<file path="src/rtl/jtag_pkg.sv">
// Shared types and TMS walk patterns for the JTAG master.
// Patterns are stored LSB-first: bit 0 is driven in the first TCK period.
package jtag_pkg;

   typedef enum logic [1:0] {
      CMD_TAP_RESET = 2'd0,
      CMD_IR_SCAN   = 2'd1,
      CMD_DR_SCAN   = 2'd2,
      CMD_RSVD      = 2'd3
   } cmd_type_e;

   typedef enum logic [2:0] {
      IDLE,
      SEQ_PRE,
      SHIFT,
      SEQ_POST,
      RESP
   } state_e;

   localparam logic [7:0] TMS_RESET  = 8'b0001_1111;
   localparam logic [2:0] RESET_LEN  = 3'd6;
   localparam logic [7:0] TMS_IR_PRE = 8'b0000_0011;
   localparam logic [2:0] IR_PRE_LEN = 3'd4;
   localparam logic [7:0] TMS_DR_PRE = 8'b0000_0001;
   localparam logic [2:0] DR_PRE_LEN = 3'd3;
   localparam logic [7:0] TMS_POST   = 8'b0000_0001;
   localparam logic [2:0] POST_LEN   = 3'd2;

   function automatic logic [7:0] pre_tms(input cmd_type_e t);
      case (t)
         CMD_TAP_RESET: pre_tms = TMS_RESET;
         CMD_IR_SCAN:   pre_tms = TMS_IR_PRE;
         default:       pre_tms = TMS_DR_PRE;
      endcase
   endfunction

   function automatic logic [2:0] pre_len(input cmd_type_e t);
      case (t)
         CMD_TAP_RESET: pre_len = RESET_LEN;
         CMD_IR_SCAN:   pre_len = IR_PRE_LEN;
         default:       pre_len = DR_PRE_LEN;
      endcase
   endfunction

endpackage

</file>
<file path="src/rtl/jtag_tck_gen.sv">
// TCK divider: square wave of 2*CLK_DIV clk cycles, low half first, parked low when disabled.
// rise_pulse/fall_pulse flag the clk cycle whose closing edge moves TCK.
module jtag_tck_gen #(
   parameter int CLK_DIV = 2
) (
   input  logic clk,
   input  logic rst_n,
   input  logic enable,
   output logic TCK,
   output logic rise_pulse,
   output logic fall_pulse
);

   localparam int DW = (CLK_DIV > 1) ? $clog2(CLK_DIV) : 1;
   localparam logic [DW-1:0] DIV_LOAD = DW'(CLK_DIV - 1);

   logic [DW-1:0] div_q;
   logic          tc;

   assign tc         = (div_q == '0);
   assign rise_pulse = enable && tc && !TCK;
   assign fall_pulse = enable && tc && TCK;

   always_ff @(posedge clk or negedge rst_n) begin
      if (!rst_n) begin
         div_q <= DIV_LOAD;
         TCK   <= 1'b0;
      end else if (!enable) begin
         div_q <= DIV_LOAD;
         TCK   <= 1'b0;
      end else if (tc) begin
         div_q <= DIV_LOAD;
         TCK   <= ~TCK;
      end else begin
         div_q <= div_q - 1'b1;
      end
   end

endmodule

</file>
<file path="src/rtl/jtag_master.sv">
// Command-driven JTAG master: TAP reset, IR scan and DR scan with TDO capture.
//
//   state    | meaning
//   IDLE     | cmd_ready high, TCK parked low
//   SEQ_PRE  | TMS walk from Run-Test/Idle into Shift-IR/DR (or 5x1,0 for TAP reset)
//   SHIFT    | cmd_len bits on TDI, TDO captured, TMS=1 on the last bit
//   SEQ_POST | TMS 1,0 through Update back to Run-Test/Idle
//   RESP     | response held until rsp_ready
module jtag_master
   import jtag_pkg::*;
#(
   parameter int CLK_DIV = 2,
   parameter int MAX_LEN = 32
) (
   input  logic                         clk,
   input  logic                         rst_n,
   input  logic                         cmd_valid,
   output logic                         cmd_ready,
   input  logic [1:0]                   cmd_type,
   input  logic [$clog2(MAX_LEN+1)-1:0] cmd_len,
   input  logic [MAX_LEN-1:0]           cmd_data,
   output logic                         rsp_valid,
   input  logic                         rsp_ready,
   output logic [MAX_LEN-1:0]           rsp_data,
   output logic                         rsp_err,
   output logic                         TCK,
   output logic                         TMS,
   output logic                         TDI,
   input  logic                         TDO
);

   localparam int LW = $clog2(MAX_LEN + 1);
   localparam int CW = (LW > 3) ? LW : 3;
   localparam logic [LW-1:0] MAX_LEN_L = LW'(MAX_LEN);

   state_e              state_q, state_nxt;
   cmd_type_e           typ_q, typ_nxt, new_typ;
   logic [LW-1:0]       len_q, len_nxt;
   logic [MAX_LEN-1:0]  data_q, data_nxt;
   logic [MAX_LEN-1:0]  cap_q, cap_nxt;
   logic [7:0]          pat_q, pat_nxt, pre_bits;
   logic [CW-1:0]       cnt_q, cnt_nxt;
   logic                tms_q, tms_nxt;
   logic                tdi_q, tdi_nxt;
   logic                err_q, err_nxt;
   logic                illegal;
   logic                tck_en, rise_pulse, fall_pulse;

   assign tck_en = (state_q == SEQ_PRE) || (state_q == SHIFT) || (state_q == SEQ_POST);

   jtag_tck_gen #(.CLK_DIV(CLK_DIV)) u_tck_gen (
      .clk        (clk),
      .rst_n      (rst_n),
      .enable     (tck_en),
      .TCK        (TCK),
      .rise_pulse (rise_pulse),
      .fall_pulse (fall_pulse)
   );

   // Length limits only matter for scans; a TAP reset ignores cmd_len.
   assign new_typ = cmd_type_e'(cmd_type);
   assign illegal = (new_typ == CMD_RSVD) ||
                    ((new_typ != CMD_TAP_RESET) && ((cmd_len == '0) || (cmd_len > MAX_LEN_L)));

   always_comb begin
      state_nxt = state_q;
      typ_nxt   = typ_q;
      len_nxt   = len_q;
      data_nxt  = data_q;
      cap_nxt   = cap_q;
      pat_nxt   = pat_q;
      cnt_nxt   = cnt_q;
      tms_nxt   = tms_q;
      tdi_nxt   = tdi_q;
      err_nxt   = err_q;
      pre_bits  = pre_tms(new_typ);

      case (state_q)
         IDLE: begin
            if (cmd_valid) begin
               typ_nxt  = new_typ;
               len_nxt  = cmd_len;
               data_nxt = cmd_data;
               cap_nxt  = '0;
               if (illegal) begin
                  err_nxt   = 1'b1;
                  state_nxt = RESP;
               end else begin
                  err_nxt   = 1'b0;
                  state_nxt = SEQ_PRE;
                  pat_nxt   = pre_bits;
                  cnt_nxt   = CW'(pre_len(new_typ)) - CW'(1);
                  tms_nxt   = pre_bits[0];
                  tdi_nxt   = 1'b0;
               end
            end
         end

         SEQ_PRE: begin
            if (fall_pulse) begin
               if (cnt_q == '0) begin
                  if (typ_q == CMD_TAP_RESET) begin
                     state_nxt = RESP;
                  end else begin
                     state_nxt = SHIFT;
                     cnt_nxt   = CW'(len_q) - CW'(1);
                     tms_nxt   = (len_q == LW'(1));
                     tdi_nxt   = data_q[0];
                  end
               end else begin
                  cnt_nxt = cnt_q - CW'(1);
                  pat_nxt = pat_q >> 1;
                  tms_nxt = pat_nxt[0];
               end
            end
         end

         SHIFT: begin
            // First captured bit ends up at the bottom after right-alignment.
            if (rise_pulse)
               cap_nxt = MAX_LEN'({TDO, cap_q} >> 1);
            if (fall_pulse) begin
               if (cnt_q == '0) begin
                  state_nxt = SEQ_POST;
                  pat_nxt   = TMS_POST;
                  cnt_nxt   = CW'(POST_LEN) - CW'(1);
                  tms_nxt   = TMS_POST[0];
                  tdi_nxt   = 1'b0;
               end else begin
                  cnt_nxt  = cnt_q - CW'(1);
                  data_nxt = data_q >> 1;
                  tdi_nxt  = data_nxt[0];
                  tms_nxt  = (cnt_q == CW'(1));
               end
            end
         end

         SEQ_POST: begin
            if (fall_pulse) begin
               if (cnt_q == '0) begin
                  state_nxt = RESP;
               end else begin
                  cnt_nxt = cnt_q - CW'(1);
                  pat_nxt = pat_q >> 1;
                  tms_nxt = pat_nxt[0];
               end
            end
         end

         RESP: begin
            if (rsp_ready)
               state_nxt = IDLE;
         end

         default: state_nxt = IDLE;
      endcase
   end

   always_ff @(posedge clk or negedge rst_n) begin
      if (!rst_n) begin
         state_q <= IDLE;
         typ_q   <= CMD_TAP_RESET;
         len_q   <= '0;
         data_q  <= '0;
         cap_q   <= '0;
         pat_q   <= '0;
         cnt_q   <= '0;
         tms_q   <= 1'b1;
         tdi_q   <= 1'b0;
         err_q   <= 1'b0;
      end else begin
         state_q <= state_nxt;
         typ_q   <= typ_nxt;
         len_q   <= len_nxt;
         data_q  <= data_nxt;
         cap_q   <= cap_nxt;
         pat_q   <= pat_nxt;
         cnt_q   <= cnt_nxt;
         tms_q   <= tms_nxt;
         tdi_q   <= tdi_nxt;
         err_q   <= err_nxt;
      end
   end

   assign cmd_ready = (state_q == IDLE);
   assign rsp_valid = (state_q == RESP);
   assign rsp_err   = (state_q == RESP) && err_q;
   assign rsp_data  = ((state_q == RESP) && !err_q) ? (cap_q >> (MAX_LEN_L - len_q)) : '0;
   assign TMS       = tms_q;
   assign TDI       = tdi_q;

endmodule
</file>
<file path="config.mk">
export PLATFORM = sky130hd
export DESIGN_NAME = jtag_master
export DESIGN_NICKNAME = d
export VERILOG_FILES = /design/src/rtl/jtag_pkg.sv /design/src/rtl/jtag_tck_gen.sv /design/src/rtl/jtag_master.sv
export SDC_FILE = /design/constraint.sdc
export NUM_CORES = 1
export LEC_CHECK = 0
export CAP_MARGIN = 25
export CORE_MARGIN = 3
export CORE_UTILIZATION = 40
export CTS_CLUSTER_DIAMETER = 150
export CTS_CLUSTER_SIZE = 8
export DETAILED_ROUTE_END_ITERATION = 16
export GPL_TIMING_DRIVEN = 0
export HOLD_SLACK_MARGIN = 0.12
export PLACE_DENSITY_LB_ADDON = 0.1
export SYNTH_ARGS = -nofsm -noshare
export SYNTH_HDL_FRONTEND = slang
export SYNTH_HIERARCHICAL = 1
export SYNTH_SLANG_ARGS = --single-unit
</file>
<file path="constraint.sdc">
create_clock -name clk -period 4 [get_ports clk]
set_input_delay 1.2 -clock clk [delete_from_list [all_inputs] [get_ports clk]]
set_output_delay 1.2 -clock clk [all_outputs]
set_load 0.005 [all_outputs]
</file>
==> metrics.md, run 1 <==
| Metric | Value |
|---|---|
| Number of DRC markers after the initial detailed-route iteration | 393 |
| Worst-Skew Late Latency | 0.35 ns |
| Max IR drop VDD | 309 uV |
| Clock tree from TritonCTS | yes |
| Root buffer cell | clkbuf_16 |
| Die outline area | 16900 um2 |
| Number of synthesized flops with an enable pin | 0 |
| IO buf count | 82 |
| Count of different cell masters after synthesis | 70 |
| Share of async-settable or async-resettable flops after synthesis | 1.00 |
| Count leader, synth | nand2_1 |
| Transition at the pin with the smallest max-transition slack | 0.795 ns |
| Final setup fails | 0 |
| Leading cell types by count after synthesis | nand2_1, dfrtp_1, o21ai_0, mux2i_1, nor2_1 |
| Global placement routability congestion | 0.946 |
| Area growth from synthesis to layout | 33.4% |
| Syn Nets | 709 |
| Placed Instances | 927 |
| Cells after synthesis | 660 |
| WL per Instance | 18.6 um |
| Cell-internal power | 0.00352 W |
| Quantity of hold-fixing buffers added after cts | 0 |
| Vertical die dimension | 130 um |
| Post-Place Worst Slack | -0.882 ns |
| Cts bufs inserted | 9 |
| Number of vias per cell after detailed routing | 5.74 |
| Maximum clock frequency | 0.252 GHz |
| Clock sinks | 90 |
| Global-route usage over all layers | 0.220 |
| Iteration count of the initial detailed-routing pass | 5 |
| Mean Syn Cell Area | 9.33 um2 |
| Register area share after synthesis | 0.366 |
| Count of H-tree levels built during CTS | 3 |
| Clock Path Buffers | 2 |
| Count of warnings emitted by yosys | 6 |
| Final TNS setup | 0 ns |
| Maximum number of pins on one net before global-route repair | 73 |
| Antenna-violating nets left | 0 |
| DRC violation count after routing | 0 |
| Detailed-route via count | 5650 |
| Data arrival time of the worst path | 2.76 ns |
| Initial Utilization | 0.416 |
| Net switching power of the design | 0.00278 W |
| Seq pwr share | 0.226 |
| Result of the run | complete, no violations |
| WS Path Type | register to primary output |
| Fin crit share | 0.991 |
| Highest net fanout along the worst path | 10 |
| Total chip power | 0.00631 W |
| Power per Cell Area | 768 nW/um2 |
| Setup repair after global routing missed its margin | true |
| Number of top-level design ports | 83 |
| Min Clock Period, post-route | 3.96 ns |
| Most area-consuming cells after synthesis | dfrtp_1, mux4_2, nand2_1, mux2i_1, o21ai_0 |
| Clk_skew | 0.0125 ns |
| Main synth FF type | dfrtp_1 |
| Tightest Hold Check Type | register to register |
| Net total in the final layout | 847 |
| Area taken by multi-input logic gates | 3930 um2 |
| MaxCap Viol Count | 0 |
| Sequential cell area | 2250 um2 |
| Endpoint required time on the critical path | 2.80 ns |
| Area of the placeable core | 14800 um2 |
| Via count of the first global-routing pass | 5513 |
| Fillcell total | 1360 |
| Static power due to leakage | 3.41 nW |
| Cell Rows | 44 |
| Cell accounting for the most synthesized area | dfrtp_1 |
| Part of the power in the clock network | 0.132 |
| Sort of element at the end of the critical path | primary output |
| Category of the worst setup path launch point | register |
| Logic gate share of total power | 0.642 |
| Routed WL | 18300 um |
| Final Max Tran Viols | 0 |
| Overflow left after global routing | 0 |
| Wire length of the first global-routing pass | 29400 um |
| Layout cells sized above 1 | 0.264 |
| Sum of net half-perimeters after detailed placement | 12800 um |
| Post-synthesis cell area | 6160 um2 |
| Antenna cells | 0 |
| Count of non-filler cells in the finished layout | 984 |
| Worst-case setup margin in the final layout | 0.0355 ns |
| Clock Pin Slew Worst Setup and Hold Paths | 0.06 ns |
| Headroom to the max-slew limit | 0.470 |
| Synthesized flop and latch total | 90 |
| Switching fraction of total power | 0.441 |
| Horizontal die dimension | 130 um |
| Initial antenna violation count | 0 |
| Total count of hold-check failures in the final report | 0 |
| Synth top area share | 0.358 |
[cell families after synthesis]
group / share of synthesized area
flops: 0.366
mux: 0.227
compound gates: 0.151
fa+ha+maj: 0.00996
xor+xnor: 0.0217
simple gates: 0.181
buf+inv: 0.0433
[area by class of cell]
class                           count  share of cell area
Multi-Input combinational cell    516               0.479
Sequential cell                    90               0.275
Timing Repair Buffer              129               0.146
Buffer                             42              0.0328
Clock buffer                       10              0.0291
Tap cell                          184              0.0280
Clock inverter                      3             0.00518
Inverter                           10             0.00503
[cells in the final DEF, fill, tap and decap left out, types with 14 or more instances in the layout]
master           synthesis  layout
nor2_1                  36      31
a21oi_1                 18      14
o21ai_0                 86      82
nand2_1                156     154
clkdlybuf4s50_1          0      50
mux4_2                  30      30
mux2_2                  18      17
buf_2                   17      18
dfrtp_1                 88      88
buf_4                    8      42
mux2i_1                 52      43
[state kept, by name, indices dropped and copies added, names as in the netlist]
signal	flops
TDI	1
TMS	1
cap_q	32
cnt_q	6
data_q	32
err_q	1
len_q	6
pat_q	4
state_q	3
typ_q	2
u_tck_gen/TCK	1
u_tck_gen/div_q	1
[layer usage]
| layer | GRT usage | wire (um) |
|---|---|---|
| met5 | 0 | 0 |
| met4 | 0.0929 | 548 |
| met3 | 0.0327 | 1030 |
| met2 | 0.350 | 8540 |
| met1 | 0.302 | 8170 |
[critical path, stage by stage, from the launching register on]
cell,delay (ns)
dfrtp_1,0.40
buf_4,0.15
or3_4,0.38
xnor2_4,0.23
buf_4,0.19
buf_8,0.16
mux2i_4,0.25
nand2_1,0.07
nand2_1,0.10
nor2_2,0.04
clkdlybuf4s50_1,0.43
[power by group through the flow]
stage	combinational [W]	sequential (W)	clock, W
6_report	0.00405	0.00143	0.000832
5_1_grt	0.00436	0.00147	0.000892
4_1_cts	0.00385	0.00143	0.000853
3_5_place_dp	0.00303	0.00143	0
3_3_place_gp	0.00300	0.00142	0
2_1_floorplan	0.00230	0.00136	0
[through the flow]
step	util	hold WS, ns	instance area (um2)
final	0.555	0.475	8210
after global routing	0.555	0.494	8210
after CTS	0.547	0.481	8110
after detailed placement	0.488	0.467	7230
after global placement	0.487	0.449	7210
after floorplan	-	0.438	6160
[path summary, 6_finish.rpt]
kind                                       from  slack [ns]  cells after the start         endpoint
worst max-delay path                   len_q[0]        0.04                     10     rsp_data[17]
worst min-delay path            u_tck_gen/div_q        0.48                      1  u_tck_gen/div_q
worst max register to register       state_q[0]        1.30                      9         cnt_q[2]
worst min register to register  u_tck_gen/div_q        0.48                      1  u_tck_gen/div_q
max in group asynchronous                 rst_n        2.62                      2         cap_q[9]
min in group asynchronous                 rst_n        0.74                      1         cnt_q[1]
[what timing repair did]
item                                    4_1_cts  5_1_grt
hold endpoints to repair                      0        0
pin swaps                                    17       12
resized for setup                           112       33
buffers inserted                             38        7
endpoints found under the setup margin       32       19
gates cloned                                  2        0
No activity file was read; power rests on OpenSTA's default activity.
==> inputs of run 2 (changes only) <==
==> constraint.sdc (replaced) <==
create_clock -name clk -period 4.2 [get_ports clk]
set_input_delay 1.26 -clock clk [delete_from_list [all_inputs] [get_ports clk]]
set_output_delay 1.26 -clock clk [all_outputs]
set_load 0.005 [all_outputs]
==> run 2 against run 1 <==
Clock power down 4.7%. Register-to-register slack improved by 0.21 ns. Cell count down 0.91%. Routed wire length fell by 2.0%. Critical path type unchanged. Hold slack lost 0.00067 ns. Cell area is 0.20% higher. Sequential share of layout area shrank 0.054 points. Sequential power decreased by 5%. Total power fell by 4.8%. Largest power group unchanged.
==> metrics.md, run 2 (synthesis results as in run 1) <==
| Metric | Value |
|---|---|
| Result of the run | complete, no violations |
| Quantity of hold-fixing buffers added after cts | 0 |
| Clk_skew | 0.0133 ns |
| Setup repair after global routing missed its margin | true |
| Category of the worst setup path launch point | register |
| Iteration count of the initial detailed-routing pass | 5 |
| WL per Instance | 18.4 um |
| Detailed-route via count | 5638 |
| Global placement routability congestion | 0.946 |
| Worst-Skew Late Latency | 0.35 ns |
| Origin of the worst min-delay path | u_tck_gen/div_q |
| Vertical die dimension | 130 um |
| Total count of hold-check failures in the final report | 0 |
| Headroom to the max-slew limit | 0.469 |
| Max IR drop VDD | 296 uV |
| Global-route usage over all layers | 0.214 |
| Antenna-violating nets left | 0 |
| Endpoint required time on the critical path | 2.94 ns |
| Top library cells by usage in the layout, fill and taps aside | nand2_1, dfrtp_1, o21ai_0 |
| MaxCap Viol Count | 0 |
| Routed WL | 17900 um |
| Count of H-tree levels built during CTS | 3 |
| Root buffer cell | clkbuf_16 |
| Clock Pin Slew Worst Setup and Hold Paths | 0.06 ns |
| Final setup fails | 0 |
| Cell Rows | 44 |
| Worst Reg2Reg Path Length in Cells | 9 |
| Clock tree from TritonCTS | yes |
| Total chip power | 0.00600 W |
| Tightest Hold Check Type | register to register |
| Die outline area | 16900 um2 |
| Antenna cells | 0 |
| Maximum clock frequency | 0.241 GHz |
| Number of top-level design ports | 83 |
| Startpoint of the worst register-to-register path | state_q[0] |
| Number of vias per cell after detailed routing | 5.78 |
| Part of the power in the clock network | 0.132 |
| Layout cells sized above 1 | 0.244 |
| Worst hold path stage count | 1 |
| Clock Path Buffers | 2 |
| Transition at the pin with the smallest max-transition slack | 0.796 ns |
| Seq pwr share | 0.227 |
| Horizontal die dimension | 130 um |
| Worst setup slack for register-to-register paths | 1.51 ns |
| Initial antenna violation count | 0 |
| Min Clock Period, post-route | 4.15 ns |
| Cell-internal power | 0.00336 W |
| Power per Cell Area | 729 nW/um2 |
| Min-Delay Endpoint | u_tck_gen/div_q |
| Data arrival time of the worst path | 2.89 ns |
| Via count of the first global-routing pass | 5302 |
| Switching fraction of total power | 0.440 |
| Static power due to leakage | 3.58 nW |
| IO buf count | 82 |
| Largest registers in the final layout | cap_q: 32 flops, data_q: 32 flops |
| Fin crit share | 0.988 |
| Area growth from synthesis to layout | 33.7% |
| Net switching power of the design | 0.00264 W |
| Cells along the critical path | buf_6 -> clkinvlp_4 -> ha_4 -> buf_6 -> bufbuf_16 -> mux4_2 -> mux4_2 -> a22o_1 -> clkdlybuf4s15_1 |
| Most common cell after layout, fill and taps aside | nand2_1 |
| Logic gate share of total power | 0.641 |
| Maximum number of pins on one net before global-route repair | 73 |
| Placed Instances | 927 |
| Overflow left after global routing | 0 |
| WS Path Type | register to primary output |
| Area of the placeable core | 14800 um2 |
| Number of DRC markers after the initial detailed-route iteration | 533 |
| Slowest library cell on the worst path | mux4_2 |
| Launch point of the worst path | len_q[0] |
| Cts bufs inserted | 9 |
| Largest stage delay on the critical path | 0.49 ns |
| Sort of element at the end of the critical path | primary output |
| Net total in the final layout | 838 |
| Clock sinks | 90 |
| DRC violation count after routing | 0 |
| Final Max Tran Viols | 0 |
| Count of non-filler cells in the finished layout | 975 |
| Endpoint of the most critical register-to-register path | cnt_q[2] |
| Sum of net half-perimeters after detailed placement | 12800 um |
| Initial Utilization | 0.416 |
| Wire length of the first global-routing pass | 28600 um |
| Highest net fanout along the worst path | 5 |
run 2: cell types whose count changed in the layout (fill, tap and decap cells not counted), moves of 4 or more:
| cell | before | now |
|---|---|---|
| dlygate4sd2_1 | 13 | 2 |
| clkdlybuf4s50_1 | 50 | 57 |
| buf_4 | 42 | 34 |
| mux2i_2 | 3 | 7 |
| dlymetal6s2s_1 | 1 | 18 |
| clkbuf_2 | 9 | 4 |
run 2: critical path, delay by kind of cell (launching register included):
kind,cells,cell delay (ns)
AOI/OAI and AO/OA,1,0.20
DFF,1,0.41
buffers and inverters,5,0.79
adders and majority gates,1,0.31
muxes,2,0.83
run 2: through the flow:
stage / hold WS (ns) / TNS [ns] / setup WS, ns / utilization / cell area, um2
4_1_cts: 0.481 / -0.422 / -0.127 / 0.533 / 7900
5_1_grt: 0.494 / -0.0446 / -0.0379 / 0.556 / 8230
3_5_place_dp: 0.467 / -10.98 / -0.742 / 0.488 / 7230
3_3_place_gp: 0.449 / -131.64 / -1.36 / 0.487 / 7210
2_1_floorplan: 0.438 / 0 / 0.590 / - / 6160
6_report: 0.475 / 0 / 0.0522 / 0.556 / 8230
run 2: how the worst max path moves through the flow:
stage / to / slack [ns]
finish: rsp_data[14] / 0.05
global route: rsp_data[5] / -0.04
detailed placement: rsp_data[2] / -0.74
floorplan: rsp_data[15] / 0.59
CTS: rsp_data[4] / -0.13
global placement: cap_q[16] / -1.36
run 2: power by group through the flow:
stage                     Combinational, W  Sequential (W)  Clock, W
final                              0.00385         0.00136  0.000793
after CTS                          0.00346         0.00136  0.000813
after detailed placement           0.00289         0.00136         0
after global routing               0.00416         0.00140  0.000848
after global placement             0.00285         0.00135         0
after floorplan                    0.00219         0.00130         0
run 2: layout make-up:
| cell class | instances | area, um2 |
|---|---|---|
| fill | 1333 | 6580 |
| multi-input combinational | 515 | 3920 |
| sequential | 90 | 2250 |
| timing repair buffer | 121 | 1250 |
| buffer | 42 | 249 |
| clock buffer | 10 | 239 |
| tap | 184 | 230 |
| clock inverter | 3 | 42.5 |
| inverter | 10 | 41.3 |
run 2: repair_timing:
item	in CTS	in global routing
endpoints found under the setup margin	32	25
pin swaps	7	8
gates cloned	1	2
resized for setup	38	67
buffers inserted	21	14
endpoints found under the hold margin	0	0
run 2: metal layers:
| layer | vias up | GRT usage | routed length (um) |
|---|---|---|---|
| met5 | - | 0 | 0 |
| met4 | 0 | 0.0752 | 510 |
| met3 | 48 | 0.0303 | 1060 |
| met2 | 208 | 0.341 | 8290 |
| met1 | 2759 | 0.299 | 8050 |
| li1 | 2623 | - | - |
